==> src/rtl/decoder_nto2n_seq.sv <==
// N-to-2**N one-hot decoder with registered output and an optional timed scan mode.
// Scan mode (IDLE/SCAN FSM, dwell and step counters) is built only when DEC_SCAN_EN is defined.
module decoder_nto2n_seq #(
    parameter int unsigned N     = 2,
    parameter int unsigned DWELL = 1
) (
    input  logic               clk,
    input  logic               rst,
    input  logic               en,
    input  logic               mode,
    input  logic               in_valid,
    input  logic [N-1:0]       in_code,
    output logic               in_ready,
    output logic [0:(2**N)-1]  d,
    output logic               out_valid,
    output logic               done
);

    localparam int unsigned W = 2 ** N;

    logic [0:W-1] d_q, d_d;
    logic         out_valid_q, out_valid_d;
    logic [0:W-1] code_onehot;
    logic         accept;

    always_comb begin
        code_onehot          = '0;
        code_onehot[in_code] = 1'b1;
    end

    assign d         = d_q;
    assign out_valid = out_valid_q;

`ifdef DEC_SCAN_EN

    typedef enum logic [0:0] {StIdle, StScan} state_e;

    localparam logic [7:0]   DwellLast = 8'(DWELL - 1);
    localparam logic [N-1:0] StepLast  = '1;

    state_e       state_q, state_d;
    logic [7:0]   dwell_q, dwell_d;
    logic [N-1:0] step_q, step_d;
    logic         done_q, done_d;
    logic [0:W-1] d_rot;

    // Advance the selected index by one, wrapping the last code back to 0.
    assign d_rot    = {d_q[W-1], d_q[0:W-2]};
    assign in_ready = en && (state_q == StIdle);
    assign accept   = in_valid && in_ready;
    assign done     = done_q;

    always_comb begin
        state_d     = state_q;
        d_d         = d_q;
        out_valid_d = out_valid_q;
        dwell_d     = dwell_q;
        step_d      = step_q;
        done_d      = 1'b0;
        if (en) begin
            unique case (state_q)
                StIdle: begin
                    if (accept) begin
                        d_d         = code_onehot;
                        out_valid_d = 1'b1;
                        dwell_d     = '0;
                        step_d      = '0;
                        if (mode) begin
                            state_d = StScan;
                        end
                    end
                end
                StScan: begin
                    if (dwell_q == DwellLast) begin
                        dwell_d = '0;
                        if (step_q == StepLast) begin
                            d_d         = '0;
                            out_valid_d = 1'b0;
                            done_d      = 1'b1;
                            step_d      = '0;
                            state_d     = StIdle;
                        end else begin
                            d_d    = d_rot;
                            step_d = step_q + 1'b1;
                        end
                    end else begin
                        dwell_d = dwell_q + 8'd1;
                    end
                end
                default: state_d = StIdle;
            endcase
        end
    end

    always_ff @(posedge clk) begin
        if (rst) begin
            state_q     <= StIdle;
            d_q         <= '0;
            out_valid_q <= 1'b0;
            dwell_q     <= '0;
            step_q      <= '0;
            done_q      <= 1'b0;
        end else begin
            state_q     <= state_d;
            d_q         <= d_d;
            out_valid_q <= out_valid_d;
            dwell_q     <= dwell_d;
            step_q      <= step_d;
            done_q      <= done_d;
        end
    end

`else

    // Without scan support the mode input and dwell setting have no effect.
    localparam int unsigned unused_dwell = DWELL;
    logic unused_mode;

    assign unused_mode = mode;
    assign in_ready    = en;
    assign accept      = in_valid && in_ready;
    assign done        = 1'b0;

    always_comb begin
        d_d         = d_q;
        out_valid_d = out_valid_q;
        if (accept) begin
            d_d         = code_onehot;
            out_valid_d = 1'b1;
        end
    end

    always_ff @(posedge clk) begin
        if (rst) begin
            d_q         <= '0;
            out_valid_q <= 1'b0;
        end else begin
            d_q         <= d_d;
            out_valid_q <= out_valid_d;
        end
    end

`endif

endmodule

==> config.mk <==
export PLATFORM = sky130hd
export DESIGN_NAME = decoder_nto2n_seq
export DESIGN_NICKNAME = d
export VERILOG_FILES = /design/src/rtl/decoder_nto2n_seq.sv
export SDC_FILE = /design/constraint.sdc
export NUM_CORES = 1
export LEC_CHECK = 0
export CAP_MARGIN = 20
export CORE_AREA = 2 2 39 41
export CTS_BUF_LIST = sky130_fd_sc_hd__clkbuf_4
export CTS_CLUSTER_DIAMETER = 100
export DETAILED_ROUTE_END_ITERATION = 10
export DIE_AREA = 0 0 41 43
export GPL_TIMING_DRIVEN = 0
export PLACE_DENSITY_LB_ADDON = 0.1
export SYNTH_ARGS = -nofsm -noshare
export SYNTH_HDL_FRONTEND = slang
export SYNTH_SLANG_ARGS = --single-unit
==> constraint.sdc <==
create_clock -name clk -period 0.81 [get_ports clk]
set_input_delay 0.081 -clock clk [delete_from_list [all_inputs] [get_ports clk]]
set_output_delay 0.081 -clock clk [all_outputs]
set_load 0.03 [all_outputs]
; Word-level counts from Yosys, hierarchy flattened
; Cells that the tools add are included.
[word_totals]
register_bits = 5
inputBits = 7
output_inout_bits = 7
wordCells = 9
[op_classes]
order_cmp = 2
mux = 2
bitwise = 1
reduce_logical = 2
[op_table]
columns = operator, count
row1 = >= comparator 3 bit (second input constant), 1
row2 = < comparator 3 x 1 -> 1 bit (second input constant), 1
row3 = NOT 2 -> 3 bit, 1
row4 = demux 1 bit (select 2 bit), 1
row5 = logical AND 1 bit, 2
row6 = two-way mux 1 bit, 1

; Depth between registers and ports, before layout
[logic_depth]
ltp_word = 5
mapped_depth = 3
depth_no_buf = 2

; Worst setup path before layout
; Ideal clock, no wire load.
[synth_path]
kind = register to register
from = register, netlist name d[2]
to = register d_q (netlist bit d[2])
setup_time_ns = 0.070
arrival_time_ns = 0.807
required_time_ns = 0.740
path_slack_ns = -0.067
path_stages_with_launch = 3
n_path_buf = 0
synth_period_minus_slack_ns = 0.877
path_cell_list = dfxtp_1 a21bo_1 a21oi_1
[synth_lines]
columns = element, line
row1 = to (signal assigned), 135  ; d_q <= '0;
row2 = to (signal assigned), 138  ; d_q <= d_d;
row3 = to (decl), 21  ; logic [0:W-1] d_q, d_d;

; Worst setup path after layout
[layout_path]
from = register out_valid_q (netlist: out_valid)
to = output port out_valid
[layout_lines]
columns = element, line
row1 = from (decl), 22  ; logic out_valid_q, out_valid_d;
row2 = from (signal assigned), 139  ; out_valid_q <= out_valid_d;
row3 = to (decl), 15  ; output logic out_valid,
; No word-level cell between the ends.

==> impl_metrics.json <==
{
  "status": "finished clean",
  "synth_edf_count": 0,
  "postCtsSetupBuffers": 0,
  "slew_violations": 0,
  "reg2reg_slack_ps": 100,
  "pre_cts_ws_ps": -244,
  "fin_crit_ps": 782,
  "reg2reg_to": "d[3]$_SDFFE_PP0P_",
  "finalClockSkew_ps": 0,
  "gp_congestion": 0.722,
  "final_area_um2": 390,
  "synth_top_flop_cell": "dfxtp_1",
  "timing.final.hold_violations": 0,
  "numCtsBuffers": 3,
  "fillers": 157,
  "cts_resized": 33,
  "portBuffers": 9,
  "num_vias": 207,
  "postLayoutSetupSlackWorst_ps": 28.3,
  "max-vdd-ir-drop_v": 0.000772,
  "multiInputGateArea_um2": 108,
  "yosysWarningCount": 0,
  "hold_path_end": "out_valid$_SDFFE_PP0P_",
  "finish.net_count": 45,
  "groute.usage.overall_pct": 8.85,
  "clock.fmax_mhz": 1280,
  "synthArstFlopShare_pct": 0,
  "maxCapViolCount": 0,
  "cts_max_path_buffers": 2,
  "yosysTopAreaCellShare_pct": 41.9,
  "antenna_found_initial": 0,
  "regArea_um2": 106,
  "cts_tree": "done",
  "cp_max_fo": 2,
  "timing.rr.start": "d[3]$_SDFFE_PP0P_",
  "grt_max_degree": 10,
  "cts.sinks": 5,
  "critPathArrivalTime_ps": 700,
  "crit_path_end_kind": "output pin",
  "cp_num_buf_inv": 1,
  "fin_total_pwr_uw": 705,
  "die_y_um": 43,
  "n_antenna_cell": 0,
  "drc_errors": 0,
  "yosysTopAreaCell": "dfxtp_1",
  "die_area_um2": 1760,
  "gr-total-overflow": 0,
  "syn_area_um2": 239,
  "grt_pass1_wl_um": 938,
  "ys_seq_elements": 5,
  "power.density_nw_per_um2": 1810,
  "p_leak_uw": 0.000160,
  "tns_ps": 0,
  "cts_root_buf": "clkbuf_4",
  "rows": 14,
  "timing.final.crit_share_pct": 96.5,
  "routedWlPerCell_um": 10.4,
  "pin_count": 14,
  "holdWs_ps": 117,
  "crit_family": "flip-flops",
  "hold_buffers": 0,
  "crit_chain": "buf_6",
  "start_kind": "register",
  "ys_top_cells_by_area": "dfxtp_1 (42%), a21bo_1 (17%), a21oi_1 (10%), nand4b_1 (7.3%), buf_4 (6.3%)",
  "syn_area_per_cell_um2": 9.96,
  "core_um2": 1380,
  "netlist_top_cells_count": "a21oi_1 (5), dfxtp_1 (5), a21bo_1 (4)",
  "critPathLaunch": "out_valid$_SDFFE_PP0P_",
  "cp.required_ps": 730,
  "grt_pass1_vias": 223,
  "syn_inst": 24,
  "final_layout_size_suffix_gt1_share_pct": 48.6,
  "path_class": "register to output pin",
  "crit_slowest_cell": "dfxtp_2",
  "hp-class": "input pin to register",
  "r2r_cells": 2,
  "finalWirelength_um": 550,
  "ys_seq_area_share_pct": 41.9,
  "clkSlewWorstSetupHoldPaths_ps": 50,
  "ant_nets": 0,
  "vias_per_cell": 3.91,
  "placed_cell_area_um2": 354,
  "synth.distinct_cells": 11,
  "synthToLayoutAreaGrowth_pct": 63.4,
  "rsz0062_at_grt": "yes",
  "htree_levels": 1,
  "die_w_um": 41,
  "initialDrtViolationCount": 1,
  "hold_depth": 3,
  "finalSetupViolCount": 0,
  "hold_start": "in_valid",
  "clk_latency_ps": 240,
  "synth_fp_nets": 31,
  "drt-pass1-iter-count": 2,
  "start_util_pct": 17.3,
  "crit_path_max_incr_delay_ps": 330
}
==> cells in the final DEF (no fill, tap or decap) <==
cell             count
a21bo_1              4
nand4_1              1
dfxtp_2              5
clkdlybuf4s50_1      3
dlygate4sd2_1        1
nand4bb_1            1
a21oi_1              5
conb_1               1
clkbuf_4             4
buf_4                2
nor2_1               1
buf_2                1
nand4b_1             2
buf_6                6
==> final cells by class <==
class,instances,share of cell area (%)
Clock buffer,4,7.69
Buffer,4,8.01
Tap cell,16,5.13
Multi-Input combinational cell,15,27.6
Timing Repair Buffer,9,24.4
Sequential cell,5,27.2
==> per-layer routing <==
layer | track usage (%) | routed length (um)
met3 | 6.28 | 47
met2 | 10.9 | 247
met1 | 9.39 | 255
met4 | 8.00 | 0
met5 | 0 | 0
==> sequential cells by signal, indices dropped and copies added, names as in the netlist <==
name       count
d              4
out_valid      1
==> worst max-delay path by stage <==
stage / end / cells after the start / slack (ps)
floorplan: d[2]$_SDFFE_PP0P_ / 2 / 30
global placement: out_valid / 1 / -250
detailed placement: out_valid / 1 / -240
CTS: d[2] / 1 / 6
global route: out_valid / 1 / -10
finish: out_valid / 1 / 30
==> where the power goes <==
part	leakage (uW)	internal, uW	switching (uW)
Sequential	0.0000430	258	6.27
Clock	0.0000184	220	103
Combinational	0.0000986	57.7	60.9
==> cell families after synthesis <==
logic type / synth area share, %
other cells: 1.57
compound gates: 27.2
simple gates: 16.2
flops: 41.9
buf+inv: 13.1
==> per-stage QoR <==
stage               std cells  utilization, %
global placement           49            25.6
finish                     53            28.2
floorplan                  24               -
detailed placement         49            25.6
global route               53            28.2
CTS                        53            27.1
(Power assumes the default switching activity.)
